[src/rtl/fan_ctrl_pkg.sv]
// ============================================================================
// Module   : fan_ctrl_pkg
// Purpose  : FSM state encodings and clog2 helper for the fan tach reader.
// Revision : 1.0 - initial release
// ============================================================================
`default_nettype none

package fan_ctrl_pkg;

    typedef enum logic [1:0] {
        ST_IDLE    = 2'd0,
        ST_MEASURE = 2'd1,
        ST_REPORT  = 2'd2
    } state_t;

    function automatic int clog2(input int value);
        int r;
        r = 0;
        while ((1 << r) < value) begin
            r = r + 1;
        end
        return r;
    endfunction

endpackage

`default_nettype wire

[src/rtl/tach_glitch_filter.sv]
// ============================================================================
// Module   : tach_glitch_filter
// Purpose  : Synchronises the raw tach line, rejects pulses shorter than
//            FILTER_TICKS enable ticks, and emits a rising-edge pulse.
// Revision : 1.0 - initial release
// ============================================================================
`default_nettype none

module tach_glitch_filter
    import fan_ctrl_pkg::*;
#(
    parameter int FILTER_TICKS = 4
) (
    input  logic clk_i,
    input  logic rstn_i,
    input  logic clk_en_i,
    input  logic tach_i,
    output logic edge_o
);

    localparam int c_FCNT_W = (clog2(FILTER_TICKS) < 1) ? 1 : clog2(FILTER_TICKS);

    logic                r_sync1;
    logic                r_sync2;
    logic                r_filt;
    logic                r_filt_d;
    logic [c_FCNT_W-1:0] r_fcnt;

    always_ff @(posedge clk_i or negedge rstn_i) begin
        if (!rstn_i) begin
            r_sync1  <= 1'b0;
            r_sync2  <= 1'b0;
            r_filt   <= 1'b0;
            r_filt_d <= 1'b0;
            r_fcnt   <= '0;
        end else begin
            r_sync1  <= tach_i;
            r_sync2  <= r_sync1;
            r_filt_d <= r_filt;
            // Any return to the filtered level restarts the stability count.
            if (r_sync2 == r_filt) begin
                r_fcnt <= '0;
            end else if (clk_en_i) begin
                if (r_fcnt == c_FCNT_W'(FILTER_TICKS - 1)) begin
                    r_filt <= ~r_filt;
                    r_fcnt <= '0;
                end else begin
                    r_fcnt <= r_fcnt + 1'b1;
                end
            end
        end
    end

    assign edge_o = r_filt & ~r_filt_d;

endmodule

`default_nettype wire

[src/rtl/fan_tach_reader.sv]
// ============================================================================
// Module   : fan_tach_reader
// Purpose  : Counts filtered tach rising edges over a gate window and
//            publishes a saturated speed sample with a valid strobe.
//            Stall detection is built only when FAN_TACH_STALL_EN is defined.
// Revision : 1.0 - initial release
// ============================================================================
`default_nettype none

module fan_tach_reader
    import fan_ctrl_pkg::*;
#(
    parameter int ADC_BITWIDTH  = 8,
    parameter int WINDOW_TICKS  = 1000000,
    parameter int FILTER_TICKS  = 4,
    parameter int STALL_WINDOWS = 3
) (
    input  logic                    clk_i,
    input  logic                    rstn_i,
    input  logic                    clk_en_i,
    input  logic                    enable_i,
    input  logic                    tach_i,
    output logic [ADC_BITWIDTH-1:0] speed_o,
    output logic                    dataValid_STRB_o,
    output logic                    stall_o,
    output logic [1:0]              state_o
);

    localparam int c_WIN_W = (clog2(WINDOW_TICKS) < 1) ? 1 : clog2(WINDOW_TICKS);
    localparam logic [ADC_BITWIDTH-1:0] c_SPEED_MAX = '1;

    logic                    w_edge;
    logic [ADC_BITWIDTH-1:0] w_edge_next;
    logic                    w_terminal;
    logic                    w_report_load;

    state_t                  r_state;
    logic [c_WIN_W-1:0]      r_win_cnt;
    logic [ADC_BITWIDTH-1:0] r_edge_cnt;
    logic [ADC_BITWIDTH-1:0] r_speed;
    logic                    r_strb;

    tach_glitch_filter #(
        .FILTER_TICKS (FILTER_TICKS)
    ) u_filter (
        .clk_i    (clk_i),
        .rstn_i   (rstn_i),
        .clk_en_i (clk_en_i),
        .tach_i   (tach_i),
        .edge_o   (w_edge)
    );

    assign w_edge_next   = (w_edge && (r_edge_cnt != c_SPEED_MAX)) ? r_edge_cnt + 1'b1
                                                                     : r_edge_cnt;
    assign w_terminal    = clk_en_i && (r_win_cnt == c_WIN_W'(WINDOW_TICKS - 1));
    assign w_report_load = enable_i && (r_state == ST_MEASURE) && w_terminal;

    always_ff @(posedge clk_i or negedge rstn_i) begin
        if (!rstn_i) begin
            r_state    <= ST_IDLE;
            r_win_cnt  <= '0;
            r_edge_cnt <= '0;
            r_speed    <= '0;
            r_strb     <= 1'b0;
        end else begin
            r_strb <= 1'b0;
            if (!enable_i) begin
                r_state    <= ST_IDLE;
                r_win_cnt  <= '0;
                r_edge_cnt <= '0;
            end else begin
                case (r_state)
                    ST_IDLE: begin
                        r_state    <= ST_MEASURE;
                        r_win_cnt  <= '0;
                        r_edge_cnt <= '0;
                    end
                    ST_MEASURE: begin
                        r_edge_cnt <= w_edge_next;
                        if (w_terminal) begin
                            // An edge on the closing tick still belongs to this window.
                            r_state    <= ST_REPORT;
                            r_win_cnt  <= '0;
                            r_edge_cnt <= '0;
                            r_speed    <= w_edge_next;
                            r_strb     <= 1'b1;
                        end else if (clk_en_i) begin
                            r_win_cnt <= r_win_cnt + 1'b1;
                        end
                    end
                    ST_REPORT: begin
                        r_state    <= ST_MEASURE;
                        r_edge_cnt <= w_edge_next;
                    end
                    default: begin
                        r_state    <= ST_IDLE;
                        r_win_cnt  <= '0;
                        r_edge_cnt <= '0;
                    end
                endcase
            end
        end
    end

`ifdef FAN_TACH_STALL_EN
    localparam int c_STALL_W = (clog2(STALL_WINDOWS + 1) < 1) ? 1 : clog2(STALL_WINDOWS + 1);

    logic [c_STALL_W-1:0] r_stall_cnt;
    logic [c_STALL_W-1:0] w_stall_inc;
    logic                 r_stall;

    assign w_stall_inc = (r_stall_cnt == c_STALL_W'(STALL_WINDOWS)) ? r_stall_cnt
                                                                     : r_stall_cnt + 1'b1;

    always_ff @(posedge clk_i or negedge rstn_i) begin
        if (!rstn_i) begin
            r_stall_cnt <= '0;
            r_stall     <= 1'b0;
        end else if (!enable_i) begin
            r_stall_cnt <= '0;
            r_stall     <= 1'b0;
        end else if (w_report_load) begin
            if (w_edge_next == '0) begin
                r_stall_cnt <= w_stall_inc;
                r_stall     <= (w_stall_inc == c_STALL_W'(STALL_WINDOWS));
            end else begin
                r_stall_cnt <= '0;
                r_stall     <= 1'b0;
            end
        end
    end

    assign stall_o = r_stall;
`else
    assign stall_o = 1'b0;
`endif

    assign speed_o          = r_speed;
    assign dataValid_STRB_o = r_strb;
    assign state_o          = r_state;

endmodule

`default_nettype wire
[config.mk]
export PLATFORM = sky130hd
export DESIGN_NAME = fan_tach_reader
export DESIGN_NICKNAME = d
export VERILOG_FILES = /design/src/rtl/fan_ctrl_pkg.sv /design/src/rtl/tach_glitch_filter.sv /design/src/rtl/fan_tach_reader.sv
export SDC_FILE = /design/constraint.sdc
export NUM_CORES = 1
export LEC_CHECK = 0
export CORE_MARGIN = 5
export CORE_UTILIZATION = 50
export CTS_BUF_LIST = sky130_fd_sc_hd__clkbuf_8
export DETAILED_ROUTE_END_ITERATION = 6
export PLACE_DENSITY_LB_ADDON = 0.2
export SYNTH_ARGS = -nofsm -noshare
export SYNTH_HDL_FRONTEND = slang
export SYNTH_SLANG_ARGS = --single-unit
[constraint.sdc]
create_clock -name clk_i -period 2.8 [get_ports clk_i]
set_input_delay 0.56 -clock clk_i [delete_from_list [all_inputs] [get_ports clk_i]]
set_output_delay 0.56 -clock clk_i [all_outputs]
set_load 0.02 [all_outputs]
After elaboration in Yosys (flattened, before gate mapping)
Index checks and enable logic that the tools add are counted.
Word-level totals
  bits in registers: 45
  bits of input ports: 5
  output and inout port bits: 12
Operators by class
  $add $sub $neg: 3
  equal/unequal tests: 9
  mux-type cells: 17
  bitwise operators: 4
  reduce and logical (&&, ||, !) cells: 8
Operator list (count)
  2-to-1 mux 20 bit: 3
  one-hot mux 20 bit (2 select lines): 1
  2-to-1 mux 8 bit: 3
  adder 20 x 1 -> 20 bit, second input constant: 1
  == test 20 bit, second input constant: 1
  one-hot mux 8 bit (2 select lines): 1
  2-to-1 mux 2 bit: 5
  adder 8 x 1 -> 8 bit, second input constant: 1
  != test 8 bit, second input constant: 1
  AND reduction 3 bit: 2
  == test 2 bit, second input constant: 2
  != test 4 bit, second input constant: 1
  one-hot mux 2 bit (2 select lines): 1
  2-to-1 mux 1 bit: 3
  != test 3 bit, second input constant: 1
  NOT 1 bit: 3
  adder 2 x 1 -> 2 bit, second input constant: 1
  == test 2 x 1 -> 1 bit, second input constant: 1
  logical AND 1 bit: 2
  logical NOT 2 bit: 1
  != test 2 bit, second input constant: 1
  AND reduction 2 bit: 1
  nonzero test 2 bit: 1
  OR reduction 2 bit: 1
  2 further kinds: 2

Depth between registers and ports, before layout
  word-level depth: 7
  mapped depth: 8
  depth with buffers taken out: 7

Hierarchy
From an unflattened synthesis, not the netlist that was laid out.
Second synthesis, totals
  cells, all modules: 225
  area total of the unflattened synthesis: 2393.5 µm²
Modules (own cells, without submodules)
  fan_tach_reader: times used 1, cells each 209, area an instance 2167.1 µm², seq. area each 975.9 µm²
  tach_glitch_filter: times used 1, cells each 16, area an instance 226.5 µm², seq. area each 150.1 µm²

Worst setup path after synthesis
No wires, ideal clock.
  kind: register to register
  from: reg r_state[0], in the netlist state_o[0]
  to: reg r_win_cnt[15]
  data arrival time: 1.735 ns
  setup slack: 0.946 ns
  stages on the path, launching flop included: 8
  period minus slack after synthesis: 1.854 ns
  cell sequence: dfrtp_1 inv_1 ha_1 o21ai_1 clkbuf_1 nand4_1 xor2_1 nor2_1
On the way
  longest elaborated chain between the ends: 3
Ends and longest elaborated chain
  start: declaration: RTL line fan_tach_reader.sv:37  | state_t r_state;
  start signal: assignment: RTL line fan_tach_reader.sv:60  | r_state <= ST_IDLE;
  start signal: assignment: RTL line fan_tach_reader.sv:68  | r_state <= ST_IDLE;
  start signal: assignment: RTL line fan_tach_reader.sv:74  | r_state <= ST_MEASURE;
  == test 2 x 1 -> 1 bit / == test 2 bit (equally long branches): RTL line fan_tach_reader.sv:72  | case (r_state)
  != test 4 bit (no line) (tied with other cells)
  AND reduction 2 bit (no line) / 2-to-1 mux 20 bit (equally long branches)
  end signal: assignment: RTL line fan_tach_reader.sv:88  | r_win_cnt <= r_win_cnt + 1'b1;
  end: declaration: RTL line fan_tach_reader.sv:38  | logic [c_WIN_W-1:0] r_win_cnt;
Parallel ways exist; a longest one is shown, timed or not.
A chain may end at the register's enable or synchronous reset.

Final worst setup path
  from: reg r_win_cnt[0]
  to: reg r_win_cnt[8]
On the way
  longest elaborated chain between the ends: 5
Ends and longest elaborated chain
  adder 20 x 1 -> 20 bit / == test 20 bit (equally long branches): RTL line fan_tach_reader.sv:88, fan_tach_reader.sv:55
  2-to-1 mux 20 bit / logical AND 1 bit (equally long branches): RTL line fan_tach_reader.sv:87, fan_tach_reader.sv:55
  2-to-1 mux 20 bit: RTL line fan_tach_reader.sv:80  | if (w_terminal) begin
  one-hot mux 20 bit (2 select lines): RTL line fan_tach_reader.sv:72
  2-to-1 mux 20 bit: RTL line fan_tach_reader.sv:67  | if (!enable_i) begin
Parallel ways exist; a longest one is shown, timed or not. The select of a mux whose other input is x is not followed.

==> metrics.md <==
| Metric | Value |
|---|---|
| Status | `finished clean` |
| VDD IR max | `285 µV` |
| CP Launch Type | `register` |
| Vias per std cell | `5.57` |
| Ys flop type | `dfrtp_1` |
| RR Startpoint | `r_win_cnt[0]$_DFFE_PN0P_` |
| Final WL | `4.09 mm` |
| Crit path max-delay family | `compound AO/OA/AOI/OAI gates` |
| Max Freq | `474 MHz` |
| CTS tree | `built` |
| Initial Util | `51.9%` |
| FFs w/ async S/R, synth | `100%` |
| Router iterations before antenna repair | `4` |
| Final core utilization | `58.6%` |
| First-pass GRT wire length | `7.10 mm` |
| Worst rel slew slack | `34.0%` |
| Top cells by count, synth | `dfrtp_1 (45), nor2_1 (31), nand2_1 (18), nand3_1 (11), xor2_1 (11)` |
| # Max-Cap Violations | `0` |
| Final Max Slew Viols | `0` |
| Die area | `6040 µm²` |
| Gr usage total | `14.4%` |
| Max clock buf depth | `2` |
| Worst stage delay on the critical path | `0.41 ns` |
| Required @ worst endpoint | `2.97 ns` |
| Port bufs | `15` |
| Post-synthesis cell count | `222` |
| Worst path depth | `6` |
| Antenna violations before repair | `0` |
| Largest fanout on the critical path | `12` |
| Setup TNS | `0 ns` |
| Multi-input gate area | `1090 µm²` |
| CTS clk-pin slew, worst paths | `0.08 ns` |
| Root buf cell | `clkbuf_8` |
| Antenna Cells | `0` |
| Worst-Skew Late Latency | `0.29 ns` |
| Cts bufs inserted | `5` |
| Clock share of power | `34.2%` |
| Final Hold Fails | `0` |
| Final worst path period share | `75.4%` |
| Synth unique cells | `44` |
| Layout cells sized above 1 | `10.3%` |
| Synth area leader | `dfrtp_1` |
| Final Hold Slack | `0.361 ns` |
| Synthesized flop and latch total | `45` |
| PwrDens | `490 nW/µm²` |
| Setup Fix Bufs, Post-CTS | `0` |
| Synth warn | `0` |
| Post-route ant nets | `0` |
| P_sw | `0.310 mW` |
| WP buf/inv | `0` |
| R2r setup slk | `0.69 ns` |
| DRT iter0 DRCs | `86` |
| Total internal power | `0.956 mW` |
| Synth Cell Area | `2290 µm²` |
| Worst-case clock skew | `0.00271 ns` |
| # clock sinks | `45` |
| Die X | `77.7 µm` |
| Final setup fails | `0` |
| Io pins | `17` |
| Synth top area cells | `dfrtp_1 (49%), nor2_1 (5.1%), xor2_1 (4.2%)` |
| Placed Area | `2480 µm²` |
| Actual slew at the worst max-slew pin | `0.990 ns` |
| Worst R2R Path Depth | `6` |
| Hold Buf Count CTS | `0` |
| Number of synthesized flops with an enable pin | `0` |
| Std cell rows | `24` |
| Remaining global-route overflow | `0` |
| Syn nets | `234` |
| Switching share of power | `24.5%` |
| R2r endpoint | `r_win_cnt[8]$_DFFE_PN0P_` |
| Register area | `1130 µm²` |
| Hpwl dp | `2.86 mm` |
| Critical Path AT | `2.28 ns` |
| Yosys top cell area share | `49.2%` |
| Final nets | `253` |
| End point of the critical path | `r_win_cnt[8]$_DFFE_PN0P_` |
| Chip height | `77.7 µm` |
| Via count | `1,638` |
| Sequential fraction of the synthesis area | `49.2%` |
| Leak | `1.12 nW` |
| Post-CTS sizing | `0` |
| Comb pwr share | `10.9%` |
| FILL cells | `371` |
| Critical Path, Cell by Cell | `ha_1 > and2_1 > nand4b_2 > o21a_1 > o21ai_2 > nor2_1` |
| Vias in the first global route | `1,554` |
| Slowest cell on crit path | `o21ai_2` |
| Sequential share of power | `54.9%` |
| Residual DRC | `0` |
| Period minus WS final | `2.11 ns` |
| Crit path kind | `register to register` |
| Area Growth Syn to Fin | `12.8%` |
| Largest net degree at the start of global routing | `46` |
| RSZ-0062 raised after global routing | `false` |
| Crit path launch | `r_win_cnt[0]$_DFFE_PN0P_` |
| Core area | `4410 µm²` |
| Design Area, Final | `2580 µm²` |
| Most frequent cell after synthesis | `dfrtp_1` |
| Gpl congestion | `0.765` |
| Hold WC Path Type | `register to register` |
| CP endpoint kind | `register` |
| Avg Cell Area, Syn | `10.3 µm²` |
| H-tree levels | `2` |
| Drt wl/cell | `13.9 µm` |
layout by cell type, fill, tap and decap left out, drive strengths merged, types with 2 or more instances in the layout:
| cell | n |
|---|---|
| a21oi | 7 |
| a31oi | 5 |
| a41oi | 2 |
| and2 | 3 |
| and3 | 4 |
| and4 | 3 |
| buf | 5 |
| clkbuf | 7 |
| clkdlybuf4s50 | 14 |
| dfrtp | 45 |
| ha | 7 |
| inv | 8 |
| mux2 | 3 |
| mux2i | 8 |
| nand2 | 18 |
| nand3 | 11 |
| nand4 | 10 |
| nor2 | 31 |
| nor2b | 4 |
| nor3 | 4 |
| nor4 | 2 |
| o211ai | 4 |
| o21a | 5 |
| o21ai | 5 |
| xnor2 | 5 |
| xor2 | 11 |
metrics by stage:
stage / total power [mW] / cells / setup WS [ns]
floorplan: 0.803 / 222 / 0.946
global placement: 0.844 / 286 / 0.419
detailed placement: 0.848 / 286 / 0.407
CTS: 1.28 / 294 / 0.674
global route: 1.34 / 294 / 0.469
finish: 1.27 / 294 / 0.689
cell families after synthesis:
kind of cell    count (synthesis)  share of synthesized area, %
mux                            11                          4.97
fa+ha+maj                       7                          3.82
simple gates                   95                          22.4
compound gates                 32                          9.99
other cells                     1                         0.164
buf+inv                        15                          3.39
xor+xnor                       16                          6.12
flops                          45                          49.2
layer usage:
metal  track usage, %  wire, µm  vias up
li1                 -         -      822
met1             19.6      2040      789
met5                0         0        -
met4             4.64        45        0
met3             3.59       130        4
met2             22.5      1870       23
power groups by stage:
stage	clock, mW	sequential [mW]	combinational (mW)
floorplan	0	0.707	0.0962
global placement	0	0.708	0.137
detailed placement	0	0.708	0.141
CTS	0.449	0.695	0.141
global route	0.477	0.700	0.160
finish	0.433	0.695	0.138
worst min path at each step:
stage                               startpoint                    endpoint  slack, ns  cells past startpoint
floorplan                               rstn_i  dataValid_STRB_o$_DFF_PN0_       0.26                      0
finish              u_filter.r_sync1$_DFF_PN0_  u_filter.r_sync2$_DFF_PN0_       0.36                      0
detailed placement  u_filter.r_sync1$_DFF_PN0_  u_filter.r_sync2$_DFF_PN0_       0.35                      0
CTS                 u_filter.r_sync1$_DFF_PN0_  u_filter.r_sync2$_DFF_PN0_       0.36                      0
global route        u_filter.r_sync1$_DFF_PN0_  u_filter.r_sync2$_DFF_PN0_       0.37                      0
global placement    u_filter.r_sync1$_DFF_PN0_  u_filter.r_sync2$_DFF_PN0_       0.33                      0
cell type report:
cell class	count	share of cell area [%]
Inverter	8	1.16
Clock inverter	1	0.194
Sequential cell	45	43.6
Clock buffer	7	3.73
Timing Repair Buffer	19	6.78
Tap cell	52	2.52
Multi-Input combinational cell	162	42.1
registers in the layout, summed over array words and instances (netlist names):
name               flops
u_filter.r_filt        1
u_filter.r_sync1       1
dataValid_STRB_o       1
r_edge_cnt             8
u_filter.r_fcnt        2
state_o                2
u_filter.r_sync2       1
r_win_cnt             20
u_filter.r_filt_d      1
speed_o                8
(Power assumes the default switching activity.)
==> RTL edit 1 (same flow settings) <==
The option `FAN_TACH_STALL_EN` is turned on by a define.
--- a/src/rtl/fan_tach_reader.sv
+++ b/src/rtl/fan_tach_reader.sv
@@ -6,6 +6,8 @@
 // Revision : 1.0 - initial release
 // ============================================================================
 `default_nettype none
+
+`define FAN_TACH_STALL_EN
 
 module fan_tach_reader
     import fan_ctrl_pkg::*;
Behaviour: same outputs for any inputs over 10 cycles, from zero or initial values and one cycle with rstn_i low; that may be too few to reach the edited logic, so the function may still have changed.
==> RTL edit 1 against the original RTL <==
- wire length increased by 3.4%
- sequential cell count grew 3
- area after synthesis is 0.93% higher
- power grew 13%
- clock power is 25% higher
- worst setup slack got worse by 0.40 ns
- cell count rose by 6.1%
- design area is 5.2% higher
- largest cell class unchanged
==> RTL edit 1: results (changes against the original RTL) <==
outcome: "finished, final reports clean"
syn_avg_cell_area_sq_um: 10.0  # -3.0%
reg2reg_to: "speed_o[1]"
place_ws_ns: 0.0741  # -0.333 ns
place_hpwl_mm: 3.10  # +8.5%
bufAreaShareNonClock_pct: 9.20  # +2.4 points
worst_pin_slew_ns: 0.377  # -0.613 ns
timing.final.ws_setup_ns: 0.288  # -0.401 ns
clockNetworkAreaShare_pct: 4.65  # +0.73 points
grt_pass1_vias: 1680  # +8.1%
ys_seq_elements: 48  # +6.7%
sh_seq_area_pct: 44.2  # +0.60 points
drt-initial-drc-count: 62  # -28%
wl_mm: 4.23  # +3.4%
cp.arrival_ns: 2.69  # +0.41 ns
gr-usage-all-layers_pct: 15.6  # +1.2 points
timing.critical_path.from: "r_win_cnt[7]"
wl_per_cell_um: 13.6  # -2.5%
multi_input_cells: 171  # +5.6%
grt_first_pass_wirelength_mm: 7.69  # +8.4%
post-place-cells: 304  # +6.3%
final_layout_size_suffix_gt1_share_pct: 10.4  # +0.054 points
crit_family: "simple AND/OR/NAND/NOR gates"
gp_congestion: 0.803  # +5.0%
io_buffers: 16  # +1
synth_nets: 243  # +3.8%
ys_types: 43  # -2.3%
design_area_sq_um: 2720  # +5.2%
inverters: 6  # -2
## RTL edit 1: kinds of logic (layout without fill, tap and decap cells)
kind of cell | after synthesis | in the layout | share of synthesized area (%)
and+or+nand+nor | 108 | 108 | 23.1
DFF | 48 | 48 | 51.9
AOI/OAI and AO/OA | 28 | 28 | 7.74
xor gates and xnor gates | 21 | 21 | 7.95
buffers and inverters | 12 | 41 | 2.43
adders and majority gates | 7 | 7 | 3.79
muxes | 7 | 7 | 3.08
## RTL edit 1: where the power goes
| part | internal, mW | switching [mW] | leakage, nW |
|---|---|---|---|
| registers | 0.719 | 0.0236 | 0.661 |
| logic | 0.0676 | 0.0839 | 0.415 |
| clock network | 0.315 | 0.227 | 0.0645 |
## RTL edit 1: per-layer routing
metal | share of wire [%] | global-route usage (%)
met3 | 3.2 | 4.17
met2 | 44 | 23.9
met4 | 1.4 | 5.57
met5 | 0 | 0
met1 | 51 | 21.4
==> RTL edit 2 (same flow settings) <==
Made on the original files. Change the parameter `WINDOW_TICKS` from 1000000 to 2000000.
--- a/src/rtl/fan_tach_reader.sv
+++ b/src/rtl/fan_tach_reader.sv
@@ -11,7 +11,7 @@
     import fan_ctrl_pkg::*;
 #(
     parameter int ADC_BITWIDTH  = 8,
-    parameter int WINDOW_TICKS  = 1000000,
+    parameter int WINDOW_TICKS  = 2000000,
     parameter int FILTER_TICKS  = 4,
     parameter int STALL_WINDOWS = 3
 ) (
Formal check against the unedited RTL: no difference found for any inputs over 10 cycles, from zero or initial values and one cycle with rstn_i low; that may be too few to reach the edited logic, so the function may still have changed.
==> RTL edit 2 against the original RTL <==
- sequential power grew 3.6%
- sequential cell count increased by 1
- area after synthesis is 3.2% higher
- worst setup slack lost 0.079 ns
- cell count increased by 11%
- design area increased by 4.4%
- first-iteration DRC count increased by 8.1%
- wire length up 12%
- power grew 1.5%
- clock power fell by 6.9%
==> RTL edit 2: results (changes against the original RTL) <==
fmax_ghz: 0.457  # -3.6%
ys.warnings.count: 0  # unchanged
design.seq.count: 46  # +2.2%
grt_first_pass_wirelength_mm: 8.09  # +14%
crit_path_top_delay_cell: "clkdlybuf4s50_1"
nNetsFinal: 282  # +11%
ys_seq_area_share_pct: 48.7  # -0.48 points
drt-initial-drc-count: 93  # +8.1%
final.fill_count: 436  # +18%
place_ws_ns: 0.298  # -0.108 ns
wl_met1_mm: 2.30  # +13%
endpoint: "state_o[0]"
grt_max_degree: 33  # -28%
ff2ff_setup_slack_ns: 0.63  # -0.06 ns
skew_ns: 0.00986  # +0.00715 ns
wl_met2_mm: 2.04  # +9.1%
vias: 1810  # +11%
hold_path_class: "in2async"
clockNetworkAreaShare_pct: 3.34  # -0.58 points
inverters: 7  # -1
sh_seq_area_pct: 42.7  # -0.91 points
multi_input_cells: 187  # +15%
final_layout_size_suffix_gt1_share_pct: 11.4  # +1.1 points
wl_per_cell_um: 14.1  # +1.5%
switching_share_pct: 27.3  # +2.8 points
design_area_sq_um: 2700  # +4.4%
place_hpwl_mm: 3.30  # +15%
buffers: 23  # +4
gr-usage-met1_pct: 22.5  # +3.0 points
critPathMaxFanout: 15  # +3
top_register: "r_win_cnt"
leakagePower_nw: 1.16  # +3.5%
crit_family: "simple AND/OR/NAND/NOR gates"
p_comb_share_pct: 12.6  # +1.7 points
async_reset_ff_share_pct: 100  # unchanged
bufAreaShareNonClock_pct: 7.60  # +0.83 points
routed-wl-met3_um: 177  # +36%
synth_cells: 246  # +11%
gp_congestion: 0.814  # +6.4%
post-place-cells: 317  # +11%
synth_nets: 258  # +10%
grt_use_met2_pct: 25.6  # +3.2 points
gr-usage-all-layers_pct: 16.5  # +2.2 points
irDropWorstVdd_mv: 0.258  # -9.6%
holdWs_ns: 0.135  # -0.225 ns
outcome: "finished, final reports clean"
multi_input_area_sq_um: 1160  # +6.6%
timing.critical_path.from: "clk_en_i"
synth_area_leaders: "dfrtp_1, nor2_1, xor2_1"
power_density_nw_per_um2: 476  # -2.7%
clock_buffers: 5  # -2
use_met3_pct: 4.20  # +0.61 points
placed_cell_area_sq_um: 2610  # +5.0%
syn_avg_cell_area_sq_um: 9.61  # -6.8%
-- RTL edit 2: cell types whose count changed in the layout (fill, tap and decap cells not counted), moves of 4 or more --
cell	delta
nand2_1	+6
o21a_1	-5
a31oi_1	-4
nor2_1	+4
a21oi_1	+8
nand3_1	+6
nand4_1	+4
buf_4	+4
nor4_1	+4
-- RTL edit 2: kinds of logic (layout without fill, tap and decap cells) --
logic type / Yosys count / in the layout / share of synthesized area (%)
buffers and inverters: 13 / 38 / 2.33
adders and majority gates: 7 / 7 / 3.70
AOI/OAI and AO/OA: 28 / 28 / 7.14
DFF: 46 / 46 / 48.7
muxes: 9 / 9 / 3.97
and+or+nand+nor: 125 / 125 / 27.7
other: 1 / 1 / 0.159
xor gates and xnor gates: 17 / 17 / 6.30
-- RTL edit 2: worst register-to-register path: stages, from the launching register on --
cell and delay (ns):
dfrtp_1 0.47, ha_1 0.26, and4_2 0.30, nand2b_2 0.09
o31a_2 0.45, or3_1 0.38, a21oi_1 0.14
